===== config.mk =====
export PLATFORM = sky130hd
export DESIGN_NAME = sync_up_counter
export DESIGN_NICKNAME = d
export VERILOG_FILES = /design/src/rtl/sync_up_counter_pkg.sv /design/src/rtl/sync_up_counter_t_cell.sv /design/src/rtl/sync_up_counter.sv
export SDC_FILE = /design/constraint.sdc
export NUM_CORES = 1
export LEC_CHECK = 0
export ABC_AREA = 1
export BUFFER_PORTS_ARGS = -buffer_cell sky130_fd_sc_hd__buf_2
export CAP_MARGIN = 0
export CORE_MARGIN = 1
export CORE_UTILIZATION = 44
export CTS_CLUSTER_DIAMETER = 80
export CTS_CLUSTER_SIZE = 8
export DETAILED_ROUTE_END_ITERATION = 10
export PLACE_DENSITY = 0.76
export REMOVE_ABC_BUFFERS = 1
export SYNTH_ARGS = -nofsm -noshare
export SYNTH_HDL_FRONTEND = slang
export SYNTH_SLANG_ARGS = --single-unit
export TNS_END_PERCENT = 30

===== constraint.sdc =====
create_clock -name clk -period 1.48 [get_ports clk]
set_input_delay 0 -clock clk [delete_from_list [all_inputs] [get_ports clk]]
set_output_delay 0 -clock clk [all_outputs]
set_load 0.005 [all_outputs]

===== src/rtl/sync_up_counter_pkg.sv =====
// Shared definitions for the synchronous modulo-N up counter:
// datapath mode encoding and parameter helpers.
package counter_defs;

  localparam int MIN_WIDTH = 2;
  localparam int MAX_WIDTH = 8;

  typedef enum logic [1:0] {
    M_HOLD,
    M_COUNT,
    M_LOAD,
    M_WRAP
  } mode_e;

  function automatic bit width_ok(int w, int m);
    return (w >= MIN_WIDTH) && (w <= MAX_WIDTH) &&
           (m >= 2) && (m <= (1 << w));
  endfunction

  function automatic int term_val(int m);
    return m - 1;
  endfunction

endpackage


===== src/rtl/sync_up_counter_t_cell.sv =====
// Single-bit toggle flip-flop on the falling edge with
// synchronous clear, load and toggle enable.
module t_cell (
  input  logic clk,
  input  logic RESET,
  input  logic i_clr,
  input  logic i_ld,
  input  logic i_d,
  input  logic i_t,
  output logic o_q
);

  logic r_q;

  always_ff @(negedge clk or negedge RESET) begin
    if (!RESET) begin
      r_q <= 1'b0;
    end else if (i_clr) begin
      r_q <= 1'b0;
    end else if (i_ld) begin
      r_q <= i_d;
    end else if (i_t) begin
      r_q <= ~r_q;
    end
  end

  assign o_q = r_q;

endmodule


===== src/rtl/sync_up_counter.sv =====
// Loadable modulo-N up counter built from toggle cells with
// lookahead toggle enables, plus cascade, compare and wrap flags.
module sync_up_counter
  import counter_defs::*;
#(
  parameter int WIDTH   = 4,
  parameter int MODULUS = 10
) (
  input  logic             clk,
  input  logic             RESET,
  input  logic             EN,
  input  logic             LOAD,
  input  logic [WIDTH-1:0] D,
  input  logic [WIDTH-1:0] CMP,
  input  logic             CLR_OVF,
  output logic [WIDTH-1:0] Q,
  output logic [WIDTH-1:0] Qbar,
  output logic             TC,
  output logic             CO,
  output logic             MATCH,
  output logic             OVF
);

  localparam logic [WIDTH-1:0] TERM =
    WIDTH'(term_val(MODULUS));
  localparam logic [WIDTH:0] MOD_W =
    (WIDTH+1)'(MODULUS);

  if (!width_ok(WIDTH, MODULUS)) begin : g_bad_cfg
    $error("sync_up_counter: bad WIDTH/MODULUS");
  end

  mode_e            w_mode;
  logic [WIDTH-1:0] w_q;
  logic [WIDTH-1:0] w_nxt;
  logic [WIDTH-1:0] w_ld_val;
  logic [WIDTH-1:0] w_tg;
  logic             w_at_term;
  logic             w_match_nxt;
  logic             r_co;
  logic             r_match;
  logic             r_ovf;

  assign w_at_term = (w_q == TERM);
  assign w_ld_val  = ({1'b0, D} < MOD_W) ? D : TERM;

  always_comb begin
    w_mode = M_HOLD;
    unique case (1'b1)
      LOAD:                      w_mode = M_LOAD;
      !LOAD && EN && w_at_term:  w_mode = M_WRAP;
      !LOAD && EN && !w_at_term: w_mode = M_COUNT;
      default:                   w_mode = M_HOLD;
    endcase
  end

  // bit i toggles only when every lower bit is already 1
  for (genvar i = 0; i < WIDTH; i++) begin : g_bit
    if (i == 0) begin : g_lsb
      assign w_tg[i] = (w_mode == M_COUNT);
    end else begin : g_up
      assign w_tg[i] = (w_mode == M_COUNT) & (&w_q[i-1:0]);
    end

    t_cell u_cell (
      .clk   (clk),
      .RESET (RESET),
      .i_clr (w_mode == M_WRAP),
      .i_ld  (w_mode == M_LOAD),
      .i_d   (w_ld_val[i]),
      .i_t   (w_tg[i]),
      .o_q   (w_q[i])
    );
  end

  always_comb begin
    w_nxt = w_q;
    unique case (w_mode)
      M_LOAD:  w_nxt = w_ld_val;
      M_COUNT: w_nxt = w_q + 1'b1;
      M_WRAP:  w_nxt = '0;
      default: w_nxt = w_q;
    endcase
  end

  assign w_match_nxt = (w_nxt == CMP) && (w_nxt != w_q) &&
                       ({1'b0, CMP} < MOD_W);

  always_ff @(negedge clk or negedge RESET) begin
    if (!RESET) begin
      r_co    <= 1'b0;
      r_match <= 1'b0;
      r_ovf   <= 1'b0;
    end else begin
      r_co    <= (w_mode == M_WRAP);
      r_match <= w_match_nxt;
      if (w_mode == M_WRAP) begin
        r_ovf <= 1'b1;
      end else if (CLR_OVF) begin
        r_ovf <= 1'b0;
      end
    end
  end

  assign Q     = w_q;
  assign Qbar  = ~w_q;
  assign TC    = w_at_term & EN & ~LOAD;
  assign CO    = r_co;
  assign MATCH = r_match;
  assign OVF   = r_ovf;

endmodule


==> results.md <==
* CP arrival at 1.95 ns
* Routed wire length per instance at 11.2 um
* Failing checks: setup timing
* Pin count of the biggest net entering global routing at 8
* Leading area contributor after synthesis: dfrtn_1
* Hold WS at 0.178 ns
* Fraction of layout instances using a drive strength above 1 at 49.0%
* HPWL Detailed at 1.51 mm
* Internal power at 542 uW
* RSZ-0062 raised after global routing: true
* CP max FO at 2
* IO Pins at 25
* Final slew viol count at 0
* Grt total ovfl at 0
* Combinational power share at 52.9%
* Initial antenna violation count at 0
* PD cells at 802 nW/um2
* YS warnings at 0
* Drt total wl at 1.89 mm
* Fin nets at 170
* Via Count at 840
* Final Power at 870 uW
* Vias in the first global route at 760
* Seq pwr share at 26.5%
* Crit path max-delay family: flip-flops
* Final Hold Viols at 0
* Most frequent CP cell: inv_2
* Syn Inst Count at 109
* Clk slew on worst S/H paths at 0.05 ns
* Average size of a mapped cell at 6.72 um2
* Die Y at 42.8 um
* Post-Layout Cell Count at 169
* Crit Reg-Reg Startpoint: g_bit[0].u_cell.o_q
* CP cell instances: inv_2, ha_4, nand3_4, inv_2, nand2_2, inv_1, buf_2
* CP Capture Point: TC
* Vias per cell at 4.97
* Sequential element share of the synthesized area at 23.9%
* Pleak at 0.000628 uW
* Root buf cell: clkbuf_4
* Placed cells at 162
* Sw Pwr at 327 uW
* Commonest non-fill, non-tap cells in the layout: nand2_1 (31), buf_2 (19), buf_4 (18), inv_1 (12)
* Max Cap Viol at 0
* Skew-Pair Late Insertion Delay at 0.27 ns
* DRT iter0 DRCs at 11
* Critical Path Slowest Stage Cell: dfrtn_1
* Sw Share at 37.6%
* Die Area at 1830 um2
* Site row count at 14
* WS Path Type: flop to output port
* Slew headroom at 85.5%
* Sink Count at 7
* DRC Markers at 0
* Synth top area share at 23.9%
* Min setup slack post-route at -0.475 ns
* Total core area at 1520 um2
* Worst setup SP type: flop
* Die X at 42.8 um
* Crit. End Element: output port
* Number of buffers created by CTS at 3
* Top cells by area, synth: dfrtn_1 (24%), nand2_1 (17%), inv_1 (7.7%)
* Status: finished, violations left
* Clk_skew at 0.00872 ns
* Final setup violation count at 12
* First-pass GRT wire length at 3.19 mm
* Highest cell delay on the worst timing path at 0.42 ns
* Starting Density at 48.0%
* Stages on worst setup path at 7
* Commonest non-fill, non-tap cell in the layout: nand2_1
* GR Util All Layers at 23.4%
* WP data required at 1.48 ns
* Worst min path class: primary input to asynchronous set/reset pin
* N_diodes at 0
* Worst-margin pin slew at 0.217 ns
* TritonCTS clock tree: done
* PortBufs at 24
* CP bufs+invs at 4
* Clock power share at 20.5%
* Worst Setup SP: g_bit[1].u_cell.o_q
* Drt pass-1 iters at 4
* Bufs on Longest Clock Path at 2
* Peak supply drop at 0.394 mV
* Placer Congestion at 0.907
* Worst r2r dst: MATCH
* Mapped cell area at 732 um2
* Worst Reg-to-Reg Cells at 11
* Synth cell types at 24
* Routed Antenna Nets at 0
* Synth Register Bits at 7
* Area growth from synthesis to layout at 48.2%
* R2r setup slk at -0.21 ns
* H-tree levels at 1
-- cell usage after synthesis, drive strengths merged --
library cell and number:
nand2 38, inv 19, nand3 11, o21ai 9, nor2 8, dfrtn 7
buf 5, ha 3, nand4 3, a21oi 2, o2111ai 2, nand3b 1
xor2 1
-- flip-flops by register name (all words and copies together) (netlist names) --
signal / flops
CO: 1
MATCH: 1
OVF: 1
g_bit.u_cell.o_q: 4
-- metal layers --
metal | part of all wire [%] | vias to the layer above | track usage (%) | routed length, um
met3 | 4.4 | 3 | 3.83 | 83
met2 | 50 | 30 | 40.9 | 938
met5 | 0 | - | 0 | 0
li1 | - | 434 | - | -
met4 | 1.6 | 0 | 9.38 | 31
met1 | 44 | 373 | 28.1 | 832
-- timing repair --
item                       in CTS  in global routing
pin swaps                       1                  2
setup endpoints to repair      12                 16
setup buffers                   4                  0
hold endpoints to repair        0                  0
resized for setup              17                  4
hold buffers                    0                  0
-- final cells by class --
class                      instances  area, um2
tap                               16       20.0
fill                             125        439
inverter                          19       76.3
timing repair buffer              45        317
clock inverter                     1       5.00
clock buffer                       3       22.5
sequential                         7        175
multi-input combinational         78        469
-- power by group through the flow --
stage | Clock (uW) | Combinational (uW) | Sequential [uW]
global placement | 0 | 377 | 229
floorplan | 0 | 183 | 246
finish | 179 | 460 | 231
global route | 201 | 507 | 234
detailed placement | 0 | 385 | 230
CTS | 183 | 462 | 231
-- per-stage QoR --
step / setup slack (ns) / cell area [um2] / TNS (ns) / util (%)
global placement: -0.322 / 966 / -1.60 / 63.4
detailed placement: -0.352 / 966 / -1.70 / 63.4
CTS: -0.475 / 1090 / -3.06 / 71.6
finish: -0.475 / 1080 / -2.89 / 71.2
global route: -0.529 / 1080 / -3.67 / 71.2
floorplan: -0.392 / 691 / -0.805 / -
-- worst min path at each step --
stage / startpoint / to / slack [ns] / depth (start not counted)
after CTS: RESET / CO / 0.18 / 1
after global routing: RESET / CO / 0.18 / 1
final: RESET / CO / 0.18 / 1
after global placement: RESET / CO / 0.47 / 1
after floorplan: LOAD / TC / 0.22 / 3
after detailed placement: RESET / g_bit[3].u_cell.o_q / 0.47 / 1
-- cells by family (layout without fill, tap and decap cells) --
group | count (synthesis) | after routing | share of synthesized area, %
buffers and inverters | 24 | 68 | 15.7
adders and majority gates | 3 | 3 | 5.13
xor gates and xnor gates | 1 | 1 | 1.20
DFF | 7 | 7 | 23.9
and+or+nand+nor | 61 | 61 | 43.1
AOI/OAI and AO/OA | 13 | 13 | 10.9
Power figures use the tool's default switching activity.
